==> src/rtl/data_launch_capture.sv <==
// data_launch_capture
//   Launches stimulus bytes into the combinational logic-cell datapath and
//   captures its 5-bit response. Incoming bytes are queued in a small FIFO,
//   each popped byte is held on cell_data for SETTLE cycles, and then the
//   response is sampled and presented as {byte, response} on a valid/ready
//   result port.
//
// Parameters
//   DEPTH   input FIFO depth in bytes (power of 2, >= 2)
//   SETTLE  cycles cell_data is held before cell_resp is sampled (1..255)
//
// Ports
//   clk, rst_n          clock (rising edge), asynchronous active-low reset
//   in_valid/in_ready   stimulus byte handshake, in_data = byte
//   cell_data           registered drive to datapath data[7:0]
//   cell_resp           datapath response, bit0=out1 ... bit4=out5
//   res_valid/res_ready result handshake, res_data = {byte, response}
//   busy                launch/hold in progress or FIFO non-empty
//
// Optional feature (macro DATA_LAUNCH_STATS_EN)
//   done_count[15:0]    saturating count of completed result handshakes
//   overflow_seen[0:0]  sticky flag: in_valid seen while in_ready was low
module data_launch_capture #(
  parameter int unsigned DEPTH  = 4,
  parameter int unsigned SETTLE = 2
) (
  input  logic        clk,
  input  logic        rst_n,
  input  logic        in_valid,
  output logic        in_ready,
  input  logic [7:0]  in_data,
  output logic [7:0]  cell_data,
  input  logic [4:0]  cell_resp,
  output logic        res_valid,
  input  logic        res_ready,
  output logic [12:0] res_data,
`ifdef DATA_LAUNCH_STATS_EN
  output logic [15:0] done_count,
  output logic [0:0]  overflow_seen,
`endif
  output logic        busy
);

  localparam int unsigned AW      = $clog2(DEPTH);
  localparam logic [AW:0] DEPTH_W = (AW+1)'(DEPTH);
  localparam logic [7:0]  RELOAD  = 8'(SETTLE - 1);

  typedef enum logic [1:0] {IDLE, LAUNCH, HOLD} state_t;

  state_t      state, state_nxt;
  logic [7:0]  mem [DEPTH];
  logic [AW:0] wptr, rptr, fill;
  logic [7:0]  cnt;
  logic        full, empty, push, pop, capture, retire;

  assign fill     = wptr - rptr;
  assign full     = (fill == DEPTH_W);
  assign empty    = (wptr == rptr);
  assign in_ready = ~full;
  // Push depends only on the registered full flag, so a simultaneous pop
  // never lets a byte slip into a full FIFO.
  assign push     = in_valid & ~full;
  assign busy     = (state != IDLE) | ~empty;

  always_comb begin
    state_nxt = state;
    pop       = 1'b0;
    capture   = 1'b0;
    retire    = 1'b0;
    case (state)
      IDLE: begin
        if (!empty) begin
          pop       = 1'b1;
          state_nxt = LAUNCH;
        end
      end
      LAUNCH: begin
        if (cnt == '0) begin
          capture   = 1'b1;
          state_nxt = HOLD;
        end
      end
      HOLD: begin
        if (res_valid && res_ready) begin
          retire = 1'b1;
          if (!empty) begin
            pop       = 1'b1;
            state_nxt = LAUNCH;
          end else begin
            state_nxt = IDLE;
          end
        end
      end
      default: state_nxt = IDLE;
    endcase
  end

  always_ff @(posedge clk) begin
    if (push) mem[wptr[AW-1:0]] <= in_data;
  end

  always_ff @(posedge clk or negedge rst_n) begin
    if (!rst_n) begin
      state     <= IDLE;
      wptr      <= '0;
      rptr      <= '0;
      cnt       <= '0;
      cell_data <= '0;
      res_valid <= 1'b0;
      res_data  <= '0;
    end else begin
      state <= state_nxt;
      if (push) wptr <= wptr + 1'b1;
      if (pop) begin
        rptr      <= rptr + 1'b1;
        cell_data <= mem[rptr[AW-1:0]];
        cnt       <= RELOAD;
      end else if (state == LAUNCH && cnt != '0) begin
        cnt <= cnt - 1'b1;
      end
      if (capture) begin
        res_data  <= {cell_data, cell_resp};
        res_valid <= 1'b1;
      end else if (retire) begin
        res_valid <= 1'b0;
      end
    end
  end

`ifdef DATA_LAUNCH_STATS_EN
  always_ff @(posedge clk or negedge rst_n) begin
    if (!rst_n) begin
      done_count    <= '0;
      overflow_seen <= '0;
    end else begin
      if (retire && done_count != '1) done_count <= done_count + 1'b1;
      if (in_valid && full) overflow_seen <= 1'b1;
    end
  end
`endif

endmodule

==> config.mk <==
export PLATFORM = sky130hd
export DESIGN_NAME = data_launch_capture
export DESIGN_NICKNAME = d
export VERILOG_FILES = /design/src/rtl/data_launch_capture.sv
export SDC_FILE = /design/constraint.sdc
export NUM_CORES = 1
export LEC_CHECK = 0
export CAP_MARGIN = 10
export CORE_UTILIZATION = 58
export CTS_CLUSTER_DIAMETER = 50
export DETAILED_ROUTE_END_ITERATION = 12
export PLACE_DENSITY = 0.88
export SLEW_MARGIN = 40
export SYNTH_ARGS = -nofsm -noshare
export SYNTH_HDL_FRONTEND = slang
export SYNTH_SLANG_ARGS = --single-unit
==> constraint.sdc <==
create_clock -name clk -period 3.95 [get_ports clk]
set_input_delay 0.395 -clock clk [delete_from_list [all_inputs] [get_ports clk]]
set_output_delay 0.395 -clock clk [all_outputs]
set_load 0.005 [all_outputs]
==> impl_metrics.env, run 1 <==
export IMPL_core_sq_um=4850
export IMPL_numCtsBuffers=9
export IMPL_cts_setup_buffers=0
export IMPL_clock_sinks=70
export IMPL_mostFrequentLayoutCells="39 x clkdlybuf4s50_1, 38 x dfrtp_1, 32 x edfxtp_1"
export IMPL_holdWs_ns=0.00235
export IMPL_cts_resized=0
export IMPL_min_period_ns=2.76
export IMPL_boundaryPins=41
export IMPL_hold_path_class="input pin to asynchronous set/reset pin"
export IMPL_grt_ovfl_total=0
export IMPL_detailedPlace_worstSlack_ns=1.23
export IMPL_pwr_share_clk_pct=18.0
export IMPL_antenna_cells=0
export IMPL_layout_setup_ws_ns=1.19
export IMPL_drtIter0Drc=113
export IMPL_ys_top_cells_by_area="edfxtp_1 32%, dfrtp_1 32%, mux4_2 6.0%"
export IMPL_num_rows=25
export IMPL_finalCritPeriodShare_pct=69.9
export IMPL_grt_setup_unrepaired="no"
export IMPL_drc_errors=0
export IMPL_fmax_mhz=362
export IMPL_total_leakage_power_nw=1.45
export IMPL_holdBufCountCts=0
export IMPL_synth_top_area_share_pct=32.1
export IMPL_cts_tree="built"
export IMPL_path_clk_slew_ns=0.07
export IMPL_p_sw_mw=1.02
export IMPL_wl_um=5360
export IMPL_avgViaCountPerCell=5.60
export IMPL_maxCapViolations=0
export IMPL_grt_pass1_wl_um=8490
export IMPL_critPathLaunchType="flip-flop"
export IMPL_cts_root_buf="clkbuf_8"
export IMPL_maxSlewViolCount=0
export IMPL_peakVddDrop_uv=409
export IMPL_die_y_um=73.9
export IMPL_grt_max_degree=39
export IMPL_seqPwrFrac_pct=41.1
export IMPL_p_int_mw=2.06
export IMPL_critPathKind="flip-flop to flip-flop"
export IMPL_antenna_found_initial=0
export IMPL_crit_family="compound AO/OA/AOI/OAI gates"
export IMPL_critical_path_max_stage_delay_ns=0.67
export IMPL_p_sw_share_pct=33.1
export IMPL_start_util_pct=61.8
export IMPL_grt_total_usage_pct=21.9
export IMPL_syn_inst=182
export IMPL_required_ns=4.17
export IMPL_clock_path_buffers=2
export IMPL_gp_congestion=0.800
export IMPL_yosys_area_top_type="edfxtp_1"
export IMPL_final_layout_size_suffix_gt1_share_pct=26.0
export IMPL_slew_headroom_pct=52.1
export IMPL_numPortBuffers=40
export IMPL_reg2reg_from="rptr[1]"
export IMPL_layout_cells_most_common="clkdlybuf4s50_1"
export IMPL_h_tree_depth=3
export IMPL_wl_per_cell_um=17.7
export IMPL_syn_avg_cell_area_sq_um=16.5
export IMPL_finClkSkew_ns=0.00986
export IMPL_ys_warn_count=0
export IMPL_fin_setup_tns_ns=0
export IMPL_worstPathArrival_ns=2.98
export IMPL_drtAntennaViolNets=0
export IMPL_syn_area_sq_um=2990
export IMPL_run_status="completed"
export IMPL_final_area_sq_um=3650
export IMPL_clk_insertion_delay_late_ns=0.34
export IMPL_grt_pass1_vias=1717
export IMPL_placed_area_sq_um=3460
export IMPL_yosysSeqAreaShare_pct=63.9
export IMPL_p_per_area_nw_per_um2=843
export IMPL_worstSetupEndpointType="flip-flop"
export IMPL_area_delta_synth_final_pct=22.0
export IMPL_pwr_share_comb_pct=40.9
export IMPL_hpwl_um=3720
export IMPL_synth_nets=208
export IMPL_worst_path_max_delay_cell="a221oi_2"
export IMPL_cp_num_buf_inv=2
export IMPL_hold_violations=0
export IMPL_synth_cell_types=40
export IMPL_fp_dieW_um=73.9
export IMPL_ys_seq_elements=70
export IMPL_nets=256
export IMPL_crit_start="rptr[1]"
export IMPL_tightest_slew_ns=0.719
export IMPL_critPathMaxFanout=12
export IMPL_worstPathCellList="inv_1 > ha_1 > and2_1 > a221oi_2 > buf_4 > mux2_2"
export IMPL_setup_viol=0
export IMPL_vias=1690
export IMPL_dr_pass1_iters=5
export IMPL_die_area_sq_um=5450
==> worst paths after layout <==
path                           endpoint  slack, ns  depth (start not counted)
max reg2reg                cell_data[7]       1.19                          6
min                         res_data[0]      0.002                          1
max in group asynchronous        cnt[1]       3.61                          1
min reg2reg                res_data[12]       0.51                          1
max                        cell_data[7]       1.19                          6
min in group clk           res_data[12]       0.51                          1
==> metal layers <==
layer,share of wire [%],GRT usage (%),vias up
li1,-,-,763
met1,45,28.8,850
met2,48,33.9,68
met3,6.1,6.31,9
met4,1.4,10.0,0
met5,0,0,-
==> cell families (layout without fill, tap and decap cells) <==
logic type	Yosys count	in the layout	share of synthesized area, %
flops	70	70	63.9
simple gates	39	39	8.27
mux	31	31	15.6
compound gates	11	11	3.18
xor+xnor	11	11	3.47
buf+inv	11	64	1.84
fa+ha+maj	9	9	3.76
==> cell usage after synthesis (all sizes together) <==
| master | number |
|---|---|
| or2 | 1 |
| nand2 | 9 |
| dfrtp | 38 |
| o2111ai | 1 |
| a21boi | 2 |
| nor3 | 3 |
| nor4b | 2 |
| a211oi | 2 |
| xnor2 | 6 |
| and2 | 4 |
| o211ai | 2 |
| inv | 6 |
| a221oi | 1 |
| nand3 | 2 |
| edfxtp | 32 |
| nor3b | 1 |
| ha | 9 |
| clkbuf | 1 |
| or3b | 1 |
| nand3b | 3 |
| or4 | 1 |
| nor2b | 2 |
| nor4 | 1 |
| nor2 | 7 |
| buf | 4 |
| mux2i | 1 |
| o21ai | 1 |
| xor2 | 5 |
| mux2 | 22 |
| nand2b | 2 |
| a21oi | 1 |
| mux4 | 8 |
| a31o | 1 |
==> cell type report <==
class / count / area [sq um]
Clock inverter: 6 / 63.8
Clock buffer: 10 / 128
Sequential cell: 70 / 1910
Multi-Input combinational cell: 101 / 1030
Inverter: 6 / 22.5
Tap cell: 67 / 83.8
Timing Repair Buffer: 42 / 413
Fill cell: 304 / 1190
==> state kept, by name (all words and copies together) (netlist names) <==
| signal | count |
|---|---|
| mem | 32 |
| cnt | 8 |
| wptr | 3 |
| cell_data | 8 |
| res_valid | 1 |
| res_data | 13 |
| rptr | 3 |
| state | 2 |
==> worst register-to-register path, delay by kind of cell (launching register included) <==
kind	cells	cell delay, ns
simple gates	1	0.24
compound gates	1	0.67
flops	1	0.62
fa+ha+maj	1	0.28
buf+inv	2	0.46
mux	1	0.37
==> per-stage QoR <==
| step | power [mW] | std cells | util [%] |
|---|---|---|---|
| 4_1_cts | 3.09 | 302 | 75.3 |
| 2_1_floorplan | 2.03 | 182 | - |
| 5_1_grt | 3.27 | 302 | 75.4 |
| 3_3_place_gp | 2.45 | 286 | 71.3 |
| 6_report | 3.08 | 302 | 75.4 |
| 3_5_place_dp | 2.53 | 286 | 71.4 |
==> power groups by stage <==
| stage | clock [mW] | combinational [mW] | sequential (mW) |
|---|---|---|---|
| floorplan | 0 | 0.815 | 1.22 |
| global placement | 0 | 1.20 | 1.25 |
| detailed placement | 0 | 1.25 | 1.27 |
| CTS | 0.561 | 1.27 | 1.26 |
| global route | 0.587 | 1.38 | 1.30 |
| finish | 0.554 | 1.26 | 1.26 |
Power figures use the tool's default switching activity.
==> inputs of run 2 (changes only) <==
- CORE_UTILIZATION: 58 -> 49
- PLACE_DENSITY: 0.88 -> 0.79
- clock period: 3.95 -> 2.5 ns (I/O delays scaled with it)
==> impl_metrics.env, run 2 (synthesis results as in run 1) <==
export IMPL_tightest_slew_ns=0.480
export IMPL_wl_um=5000
export IMPL_hold_path_class="input pin to asynchronous set/reset pin"
export IMPL_grt_total_usage_pct=17.9
export IMPL_worstPathArrival_ns=2.02
export IMPL_hold_violations=0
export IMPL_boundaryPins=41
export IMPL_die_area_sq_um=6430
export IMPL_cts_root_buf="clkbuf_8"
export IMPL_dpl_cell_count=296
export IMPL_area_delta_synth_final_pct=23.4
export IMPL_avgViaCountPerCell=5.22
export IMPL_required_ns=2.25
export IMPL_antenna_found_initial=0
export IMPL_peakVddDrop_uv=666
export IMPL_final_area_sq_um=3690
export IMPL_largest_reg_flops=32
export IMPL_fmax_mhz=441
export IMPL_holdWs_ns=0.407
export IMPL_maxSlewViolCount=0
export IMPL_nets=259
export IMPL_run_status="completed"
export IMPL_worstSetupEndpointType="output pin"
export IMPL_clock_path_buffers=2
export IMPL_detailedPlace_worstSlack_ns=0.409
export IMPL_setup_viol=0
export IMPL_final_layout_size_suffix_gt1_share_pct=26.5
export IMPL_finClkSkew_ns=0.00854
export IMPL_fp_dieW_um=80.2
export IMPL_grt_pass1_vias=1670
export IMPL_start_util_pct=50.6
export IMPL_path_clk_slew_ns=0.08
export IMPL_dr_pass1_iters=3
export IMPL_h_tree_depth=3
export IMPL_drc_errors=0
export IMPL_p_per_area_nw_per_um2=1320
export IMPL_die_y_um=80.2
export IMPL_mostFrequentLayoutCells="39 x clkdlybuf4s50_1, 38 x dfrtp_1, 32 x edfxtp_1"
export IMPL_slew_headroom_pct=68.0
export IMPL_fin_setup_tns_ns=0
export IMPL_finalCritPeriodShare_pct=90.6
export IMPL_layoutNonFillerInstCount=313
export IMPL_grt_ovfl_total=0
export IMPL_gp_congestion=0.758
export IMPL_clock_sinks=70
export IMPL_num_rows=28
export IMPL_core_sq_um=5920
export IMPL_hpwl_um=3350
export IMPL_maxCapViolations=0
export IMPL_numPortBuffers=40
export IMPL_drtIter0Drc=94
export IMPL_critPathLaunchType="flip-flop"
export IMPL_placed_area_sq_um=3480
export IMPL_wl_per_cell_um=16.0
export IMPL_numCtsBuffers=9
export IMPL_critPathMaxFanout=4
export IMPL_min_period_ns=2.27
export IMPL_clk_insertion_delay_late_ns=0.34
export IMPL_total_leakage_power_nw=1.48
export IMPL_antenna_cells=0
export IMPL_layout_cells_most_common="clkdlybuf4s50_1"
export IMPL_cts_tree="built"
export IMPL_vias=1633
export IMPL_grt_setup_unrepaired="no"
export IMPL_drtAntennaViolNets=0
export IMPL_critPathKind="flip-flop to output pin"
export IMPL_grt_max_degree=39
export IMPL_grt_pass1_wl_um=8070
export IMPL_cts_resized=0
export IMPL_layout_setup_ws_ns=0.234
[run 2: power by group]
| group | internal [mW] | total, mW | leakage (nW) | switching [mW] |
|---|---|---|---|---|
| combinational | 1.15 | 1.97 | 0.627 | 0.823 |
| sequential | 1.65 | 1.96 | 0.750 | 0.305 |
| clock | 0.473 | 0.934 | 0.101 | 0.462 |
[run 2: final cells by class]
cell class | count | area, sq um
Fill cell | 457 | 2230
Sequential cell | 70 | 1910
Multi-Input combinational cell | 101 | 1030
Timing Repair Buffer | 45 | 438
Clock buffer | 9 | 124
Tap cell | 75 | 93.8
Clock inverter | 7 | 77.6
Inverter | 6 | 22.5
[run 2: what timing repair did]
action | in CTS | in global routing
buffers inserted | 0 | 0
hold buffers | 1 | 0
endpoints found under the hold margin | 38 | 0
[run 2: worst paths after layout]
| check | startpoint | end | slack (ns) | depth (start not counted) |
|---|---|---|---|---|
| min in group clk | res_data[1] | res_data[1] | 0.51 | 1 |
| max | wptr[0] | in_ready | 0.23 | 6 |
| min | rst_n | res_data[2] | 0.41 | 2 |
| max in group asynchronous | rst_n | cell_data[6] | 1.76 | 2 |
| min reg2reg | res_data[1] | res_data[1] | 0.51 | 1 |
| max reg2reg | wptr[0] | mem[1][2] | 0.42 | 6 |
[run 2: stage by stage]
stage | util (%) | power [mW]
CTS | 62.4 | 4.92
finish | 62.4 | 4.86
global placement | 58.8 | 3.89
floorplan | - | 3.21
detailed placement | 58.8 | 3.97
global route | 62.4 | 5.19
[run 2: worst max-delay path: stages (launching register included)]
cell	delay (ns)
dfrtp_1	0.39
inv_1	0.12
ha_1	0.21
nor2b_1	0.13
xnor2_1	0.29
nand2_1	0.09
clkdlybuf4s50_1	0.45
[run 2: per-layer routing]
layer  vias up  wire [um]  track usage [%]
met3        12        173             3.98
met5         -          0                0
met4         0        116             11.3
met1       813       2240             21.9
met2        36       2470             28.7
li1        772          -                -
==> inputs of run 3 (changes only) <==
- CTS_CLUSTER_DIAMETER: 50 -> default
==> results of run 3 <==
The final DEF is identical to that of run 2; final timing and power are the same.
